[src/rtl/synth_pkg.sv]
// Shared constants, note encoding and FSM state type for the note finder and
// any note/frequency helper blocks.
package synth_pkg;

    localparam logic [6:0]  NUM_NOTES        = 7'd108;
    localparam logic [6:0]  LAST_IDX         = 7'd107;
    localparam logic [6:0]  NOTES_PER_OCTAVE = 7'd12;
    localparam logic [15:0] MIN_FREQ         = 16'd16;
    localparam logic [15:0] MAX_FREQ         = 16'd7902;

    typedef enum logic [3:0] {
        NOTE_C, NOTE_CS, NOTE_D, NOTE_DS, NOTE_E, NOTE_F,
        NOTE_FS, NOTE_G, NOTE_GS, NOTE_A, NOTE_AS, NOTE_B
    } note_e;

    typedef enum logic [2:0] {
        IDLE, SEARCH, REFINE, DIVIDE, DONE
    } state_e;

    // 17-bit difference so neither 0 nor 65535 wraps into a false "small" distance
    function automatic logic [16:0] dist17(input logic [15:0] a, input logic [15:0] b);
        return {1'b0, a} - {1'b0, b};
    endfunction

endpackage

[src/rtl/note_table_rom.sv]
// Equal-tempered note table, index = octave*12 + note, C0..B8 rounded to whole Hz.
// Indices past the last note read as 65535 so searches treat them as "too high".
module note_table_rom
    import synth_pkg::*;
(
    input  logic [6:0]  idx_i,
    output logic [15:0] hz_o
);

    localparam logic [15:0] HZ_TABLE [108] = '{
        16'd16,   16'd17,   16'd18,   16'd19,   16'd21,   16'd22,   16'd23,   16'd24,   16'd26,   16'd28,   16'd29,   16'd31,
        16'd33,   16'd35,   16'd37,   16'd39,   16'd41,   16'd44,   16'd46,   16'd49,   16'd52,   16'd55,   16'd58,   16'd62,
        16'd65,   16'd69,   16'd73,   16'd78,   16'd82,   16'd87,   16'd92,   16'd98,   16'd104,  16'd110,  16'd117,  16'd123,
        16'd131,  16'd139,  16'd147,  16'd156,  16'd165,  16'd175,  16'd185,  16'd196,  16'd208,  16'd220,  16'd233,  16'd247,
        16'd262,  16'd277,  16'd294,  16'd311,  16'd330,  16'd349,  16'd370,  16'd392,  16'd415,  16'd440,  16'd466,  16'd494,
        16'd523,  16'd554,  16'd587,  16'd622,  16'd659,  16'd698,  16'd740,  16'd784,  16'd831,  16'd880,  16'd932,  16'd988,
        16'd1047, 16'd1109, 16'd1175, 16'd1245, 16'd1319, 16'd1397, 16'd1480, 16'd1568, 16'd1661, 16'd1760, 16'd1865, 16'd1976,
        16'd2093, 16'd2217, 16'd2349, 16'd2489, 16'd2637, 16'd2794, 16'd2960, 16'd3136, 16'd3322, 16'd3520, 16'd3729, 16'd3951,
        16'd4186, 16'd4435, 16'd4699, 16'd4978, 16'd5274, 16'd5588, 16'd5920, 16'd6272, 16'd6645, 16'd7040, 16'd7459, 16'd7902
    };

    assign hz_o = (idx_i < NUM_NOTES) ? HZ_TABLE[idx_i] : 16'hFFFF;

endmodule

[src/rtl/note_finder.sv]
// Nearest-note finder: 7-step binary search, one refine step, then repeated
// subtraction into note/octave. Define NOTE_FINDER_DETUNE_EN for the detune output.
module note_finder
    import synth_pkg::*;
(
    input  logic        clk,
    input  logic        reset,
    input  logic        in_valid,
    output logic        in_ready,
    input  logic [15:0] frequency,
    output logic        out_valid,
    input  logic        out_ready,
    output logic [3:0]  note,
    output logic [3:0]  octave,
    output logic        out_of_range
`ifdef NOTE_FINDER_DETUNE_EN
    ,
    output logic signed [15:0] detune
`endif
);

    state_e      state_q, state_d;
    logic [15:0] freq_q, freq_d;
    logic [6:0]  idx_q, idx_d;
    logic [2:0]  bit_q, bit_d;
    logic [3:0]  oct_q, oct_d;
    logic        oor_q, oor_d;
    logic [6:0]  cand, rom_a_idx, rom_b_idx;
    logic [15:0] tab_a, tab_b;
    logic        lo_clamp, hi_clamp, step_up;

    assign cand      = idx_q | (7'd1 << bit_q);
    assign rom_a_idx = (state_q == SEARCH) ? cand : idx_q;
    assign rom_b_idx = idx_q + 7'd1;

    note_table_rom u_rom_a (.idx_i(rom_a_idx), .hz_o(tab_a));
    note_table_rom u_rom_b (.idx_i(rom_b_idx), .hz_o(tab_b));

    assign lo_clamp = freq_q < MIN_FREQ;
    assign hi_clamp = freq_q > MAX_FREQ;
    // equal distances keep the lower note
    assign step_up  = (idx_q < LAST_IDX) && (dist17(tab_b, freq_q) < dist17(freq_q, tab_a));

    always_comb begin
        state_d = state_q;
        freq_d  = freq_q;
        idx_d   = idx_q;
        bit_d   = bit_q;
        oct_d   = oct_q;
        oor_d   = oor_q;
        case (state_q)
            IDLE: begin
                if (in_valid) begin
                    state_d = SEARCH;
                    freq_d  = frequency;
                    idx_d   = 7'd0;
                    bit_d   = 3'd6;
                    oct_d   = 4'd0;
                end
            end
            SEARCH: begin
                if ((cand < NUM_NOTES) && (tab_a <= freq_q)) idx_d = cand;
                if (bit_q == 3'd0) state_d = REFINE;
                else               bit_d   = bit_q - 3'd1;
            end
            REFINE: begin
                state_d = DIVIDE;
                oor_d   = lo_clamp || hi_clamp;
                if (lo_clamp)      idx_d = 7'd0;
                else if (hi_clamp) idx_d = LAST_IDX;
                else if (step_up)  idx_d = idx_q + 7'd1;
            end
            DIVIDE: begin
                if (idx_q >= NOTES_PER_OCTAVE) begin
                    idx_d = idx_q - NOTES_PER_OCTAVE;
                    oct_d = oct_q + 4'd1;
                end else begin
                    state_d = DONE;
                end
            end
            DONE: begin
                if (out_ready) state_d = IDLE;
            end
            default: state_d = IDLE;
        endcase
    end

    always_ff @(posedge clk) begin
        if (reset) begin
            state_q <= IDLE;
            idx_q   <= 7'd0;
            oct_q   <= 4'd0;
            oor_q   <= 1'b0;
        end else begin
            state_q <= state_d;
            idx_q   <= idx_d;
            oct_q   <= oct_d;
            oor_q   <= oor_d;
        end
    end

    always_ff @(posedge clk) begin
        freq_q <= freq_d;
        bit_q  <= bit_d;
    end

    assign in_ready     = (state_q == IDLE);
    assign out_valid    = (state_q == DONE);
    assign note         = idx_q[3:0];
    assign octave       = oct_q;
    assign out_of_range = oor_q;

`ifdef NOTE_FINDER_DETUNE_EN
    logic signed [15:0] det_q, det_d;
    logic [15:0]        sel_hz;

    always_comb begin
        sel_hz = tab_a;
        if (lo_clamp)      sel_hz = MIN_FREQ;
        else if (hi_clamp) sel_hz = MAX_FREQ;
        else if (step_up)  sel_hz = tab_b;
        det_d = det_q;
        if (state_q == REFINE) det_d = $signed(freq_q - sel_hz);
    end

    always_ff @(posedge clk) begin
        if (reset) det_q <= '0;
        else       det_q <= det_d;
    end

    assign detune = det_q;
`endif

endmodule

[config.mk]
export PLATFORM = sky130hd
export DESIGN_NAME = note_finder
export DESIGN_NICKNAME = d
export VERILOG_FILES = /design/src/rtl/synth_pkg.sv /design/src/rtl/note_table_rom.sv /design/src/rtl/note_finder.sv
export SDC_FILE = /design/constraint.sdc
export NUM_CORES = 1
export LEC_CHECK = 0
export BUFFER_PORTS_ARGS = -buffer_cell sky130_fd_sc_hd__buf_2
export CORE_MARGIN = 8
export CORE_UTILIZATION = 60
export DETAILED_ROUTE_END_ITERATION = 16
export PLACE_DENSITY = 0.78
export SYNTH_ARGS = -nofsm -noshare
export SYNTH_HDL_FRONTEND = slang
export SYNTH_SLANG_ARGS = --single-unit
[constraint.sdc]
create_clock -name clk -period 16.9 [get_ports clk]
set_input_delay 3.38 -clock clk [delete_from_list [all_inputs] [get_ports clk]]
set_output_delay 3.38 -clock clk [all_outputs]
set_load 0.005 [all_outputs]
* Word level (Yosys, flattened, before mapping)
Memories as Yosys holds them, arrays and structs flattened.
Index checks and enable logic that the tools add are counted.
W data, S select, Z words.
** Word-level totals
- Memories kept :: 2
- Logic and storage cells :: 79
- ROM bits :: 4096
- Register bits :: 34
** Memory list
- (name not given) :: words 128, bits a word 16, read ports 1, clocked after Yosys merged registers in 0, write ports 0, line note_table_rom.sv:22 : assign hz_o = (idx_i < NUM_NOTES) ? HZ_TABLE[idx_i] : 16'hFFFF;
- (name not given) :: words 128, bits a word 16, read ports 1, clocked after Yosys merged registers in 0, write ports 0, line note_table_rom.sv:22
** Cells by class
- Add/sub/neg operators :: 6
- Shift-type cells :: 1
- Order comparisons :: 11
- Eq/ne operators :: 12
- Muxes and demuxes :: 25
- Reduce and logical (&&, ||, !) cells :: 13
- Bitwise gates (word level) :: 3
** Operators by type and width (count)
- $mux W16 :: 6
- $mux W7 :: 7
- $sub A16 B16 Y17 :: 2
- $lt A7 B7 Y1 const B :: 4
- $pmux W7 S4 :: 1
- $mux W3 :: 6
- $lt A17 B17 Y1 :: 1
- $ge A8 B8 Y1 const B :: 2
- $gt A16 B13 Y1 const B :: 1
- $le A16 B16 Y1 :: 1
- $lt A16 B5 Y1 const B :: 1
- $not A7 Y8 :: 2
- $pmux W3 S5 :: 1
- $mux W4 :: 2
- $ne A2 B2 Y1 const B :: 4
- $pmux W4 S2 :: 1
- $add A7 B1 Y7 const B :: 1
- $ge A7 B4 Y1 const B :: 1
- $or A7 B7 Y7 :: 1
- $shl A1 B3 Y7 const A :: 1
- $sub A7 B4 Y7 const B :: 1
- $eq A3 B2 Y1 const B :: 2
- $logic_not A3 Y1 :: 2
- $ne A2 B1 Y1 const B :: 3
- 14 further kinds :: 17

* Depth between registers and ports, before layout
- Word-level depth :: 15
- Mapped depth :: 29
- Gate-level depth less buffers :: 28

* Cells and area by module
A second synthesis with hierarchy kept.
** Second synthesis, totals
- Cells, all modules :: 967
- Area, all modules :: 7005.5 um2
** Modules (own cells, without submodules)
- note_finder :: instances 1, area each 3836.2 um2, cells an instance 466
- note_table_rom (u_rom_a) :: instances 1, area each 1635.3 um2, cells an instance 252
- note_table_rom (u_rom_b) :: instances 1, area each 1534.0 um2, cells an instance 249

* Least setup slack after synthesis
No wires, ideal clock.
- Kind :: register to register
- Start :: reg bit_q[2]
- End :: reg idx_q[3]
- Stages on the path, launching flop included :: 28
- Arrival time :: 5.641 ns
- Slack :: 11.138 ns
- Required time :: 16.779 ns
- Cells stage by stage :: edfxtp_1 buf_2 nor4b_4 a21o_1 buf_2 ha_1 clkbuf_1 a21oi_1 a31o_2 a211oi_1 nor3_1 a2111oi_2 ha_1 a21o_1 a21oi_1 nor2b_1 a311oi_1 o21ai_0 a2111oi_0 nor3_1 ha_1 a21oi_1 o21ai_0 a31oi_1 o211ai_1 nand4_2 nand2_2 mux2_4
** Between the ends
- Cells in the longest elaborated chain, start to end :: 13
- Elaborated cells on any way between the ends :: 20
- Those cells by class :: add/sub (1); order compare (4); eq/ne (2); shift (1); mux (6); bitwise (2); reduce/logical (3); memory (1)
** RTL lines
- start: declaration :: line note_finder.sv:25 : logic [2:0] bit_q, bit_d;
- start signal: assignment :: line note_finder.sv:104 : bit_q <= bit_d;
- $shl A1 B3 Y7 * :: line note_finder.sv:32 : assign cand = idx_q | (7'd1 << bit_q);
- $or A7 B7 Y7 * :: line note_finder.sv:32
- $mux W7 :: line note_finder.sv:33 : assign rom_a_idx = (state_q == SEARCH) ? cand : idx_q;
- $not A7 Y8 (not written as such) :: line note_table_rom.sv:22
- $mem_v2 Z128 W16
- $mux W16 (not written as such) (2 in a row) :: line note_table_rom.sv:22
- $mux W16 :: line note_table_rom.sv:22
- $sub A16 B16 Y17 :: line synth_pkg.sv:22 : return {1'b0, a} - {1'b0, b};
- $lt A17 B17 Y1 :: line note_finder.sv:42 : assign step_up = (idx_q < LAST_IDX) && (dist17(tab_b, freq_q) < dist17(freq_q, tab_a));
- $logic_and A1 B1 Y1 :: line note_finder.sv:42
- $ne A4 B4 Y1 (no source line)
- $reduce_and A5 Y1 (no source line)
- end signal: assignment :: line note_finder.sv:96 : idx_q <= idx_d;
- end: declaration :: line note_finder.sv:24 : logic [6:0] idx_q, idx_d;
Every way passes the cells marked *; elsewhere a longest branch is shown, timed or not. The select of a mux whose other input is x is not followed.
A chain may end at the register's enable or synchronous reset.

* Final worst setup path
Ends and elaborated chain as after synthesis.

==> run metrics <==
maximum clock rate 139 MHz; Critical path origin bit_q[2]; run status finished clean; effective utilization at floorplan 61.0%; Via density 6.95; count of pins over their slew limit 0; Cell Rows 39; number of buffers added for setup after CTS 0; arrival time reported for the critical path endpoint 7.35 ns; CTS Root Cell sky130_fd_sc_hd__clkbuf_16; register bit count reported by yosys 34; cts bufs inserted 5; global placer's final weighted congestion 1.00; final standard cell count with taps included and fillers excluded 1088; initial antenna violation count 0; Post-Syn Nets 1069; endpoint of the lowest-slack register-to-register path idx_q[3]; shortest clock period the worst path allows after layout 7.18 ns; Syn Std Cell Area 0.00691 mm2; Clock Tree Buf Depth 2; mean routed wirelength per cell 19.1 um; Final HPWL DP 14.9 mm; total power density per cell area 130 mW/mm2; overall die height 123 um; period utilisation layout 42.5%; DRC Markers 0; GRT Util Overall 27.0%; clock slew at the register clock pins of the worst setup and hold paths 0.06 ns; Total Nets Final 1039; Yosys warning total 0; register-to-register path setup slack 9.72 ns; CTS tree done; final hold violation count 0; Worst path slowest cell sky130_fd_sc_hd__edfxtp_1; layout filler cell count 1048; insertion delay of the later-clocked pin in the worst-skew pair 0.28 ns; Max-Cap Viols 0; worst r2r path cells 25; largest net degree at the start of global routing 69; num ports 31; antenna-violating nets left 0; final setup TNS 0 ns; register area share after synthesis 12.6%; Resize count post-CTS 0; fraction of layout instances using a drive strength above 1 10.1%; async set-or-reset flop fraction in the synthesized netlist 0%; type of element capturing the critical path flop; critical path's largest stage delay 0.65 ns; Clock Sinks 34; detailed router's first-iteration violation count 1111; Max H-tree Level 2; Crit Path Class flop to flop; number of hold buffers added after cts 0; grt total ovfl 0; largest driver fanout on the critical path 18; worst slew pin tran 1.16 ns; via count of the first global-routing pass 6721; First-pass DRT Iterations 11; instance count along the most critical hold path 2; Static Leak 2.85 nW; number of antenna repair diodes 0; CP Data Required Time 17.07 ns; number of synthesized flops with an enable pin 19; element type at the critical path start flop; post-synthesis to final-layout area growth 4.17%; IR Drop Worst-Case VDD 84.0 uV; WL final 20.8 mm; unrepaired setup endpoints after global routing no; chip width 123 um; Port-buffer cells 30; clk_skew 0.00423 ns; number of vias after detailed routing 7563; final number of setup-violating endpoints 0; worst min-delay path category flop to flop; FF-to-FF Start bit_q[2]; critical path endpoint idx_q[3]; Rel. slew slack 21.4%; wire length of the first global-routing pass 33.9 mm; post-synth cell types 84; count of mapped cells out of synthesis 974; number of placed instances, taps included 1080; Total Die Area 0.0152 mm2; Avg Synthesized Cell Area 7.09 um2; prevailing post-synth register cell sky130_fd_sc_hd__edfxtp_1; core box area 0.0113 mm2
==> worst max-delay path: cells and delay by family, from the launching register on <==
family	cells	cell delay [ns]
AOI/OAI and AO/OA	12	3.32
and+or+nand+nor	8	1.46
adders and majority gates	3	1.02
DFF	1	0.65
muxes	1	0.32
buffers and inverters	1	0.30
==> synth_stat cells, types with 20 or more instances <==
library cell               instances  area (um2)
sky130_fd_sc_hd__xnor2_1          25         219
sky130_fd_sc_hd__nor3_1           29         145
sky130_fd_sc_hd__a31oi_1          21         131
sky130_fd_sc_hd__nor2_1           88         330
sky130_fd_sc_hd__inv_1            34         128
sky130_fd_sc_hd__o211ai_1         20         150
sky130_fd_sc_hd__clkbuf_1         43         161
sky130_fd_sc_hd__buf_2            24         120
sky130_fd_sc_hd__nand3_1          23         115
sky130_fd_sc_hd__a21oi_1         106         531
sky130_fd_sc_hd__o21ai_0          88         440
sky130_fd_sc_hd__ha_1             73         913
sky130_fd_sc_hd__nand2_1          76         285
==> worst min-delay path by stage <==
stage | slack [ns] | startpoint | end
2_1_floorplan | 0.49 | out_of_range | out_of_range
3_3_place_gp | 0.49 | octave[3] | octave[3]
3_5_place_dp | 0.50 | out_of_range | out_of_range
4_1_cts | 0.51 | out_of_range | out_of_range
5_1_grt | 0.54 | out_of_range | out_of_range
6_report | 0.51 | out_of_range | out_of_range
==> flip-flops by register name (all words and copies together), names as in the netlist <==
register      flops
bit_q             3
freq_q           16
idx_q             7
octave            4
out_of_range      1
state_q           3
==> layer usage <==
layer	vias up	GRT usage, %	share of wire (%)
li1	3585	-	-
met1	3430	37.6	44
met2	476	42.0	44
met3	72	2.83	9.2
met4	0	10.2	3.1
met5	-	0	0
==> placed cells by master, fill, tap and decap left out, drive strengths merged, types with 10 or more instances in the layout <==
| cell type | n |
|---|---|
| o221ai | 10 |
| a21oi | 107 |
| ha | 73 |
| nor3 | 29 |
| nand2 | 77 |
| buf | 47 |
| dfxtp | 15 |
| o22ai | 10 |
| nand2b | 12 |
| a21o | 17 |
| xnor2 | 26 |
| nor2 | 90 |
| edfxtp | 19 |
| nor2b | 18 |
| inv | 35 |
| o211ai | 20 |
| o21ai | 92 |
| a31oi | 21 |
| a211oi | 18 |
| xor2 | 18 |
| nand3 | 23 |
==> area by class of cell <==
class	instances	area, um2	share of cell area (%)
Multi-Input combinational cell	821	5550	77.1
Sequential cell	34	871	12.1
Timing Repair Buffer	47	278	3.86
Tap cell	143	179	2.49
Clock buffer	6	150	2.09
Inverter	35	134	1.86
Clock inverter	2	38.8	0.539
==> stage by stage <==
step	total power [mW]	setup WS [ns]	hold slack [ns]	utilization (%)	instance area, um2
floorplan	0.657	11.14	0.494	-	6910
global placement	0.791	10.17	0.489	61.9	7010
detailed placement	0.797	10.0	0.502	61.9	7010
CTS	0.917	9.89	0.510	63.6	7200
global route	1.01	9.22	0.539	63.6	7200
finish	0.932	9.72	0.505	63.6	7200
==> power breakdown <==
part / total, mW / switching [mW] / internal [mW]
logic: 0.692 / 0.413 / 0.279
registers: 0.126 / 0.0226 / 0.103
clock network: 0.115 / 0.0361 / 0.0787
total: 0.932 / 0.472 / 0.461
==> cells by family after synthesis <==
family / share of synthesized area (%)
buffers and inverters: 7.70
flip-flops: 12.6
AO/OA/AOI/OAI: 36.8
XOR/XNOR: 5.69
multiplexers: 2.43
AND/OR/NAND/NOR: 20.9
adder cells (fa/ha/maj): 13.8
(Power assumes the default switching activity.)
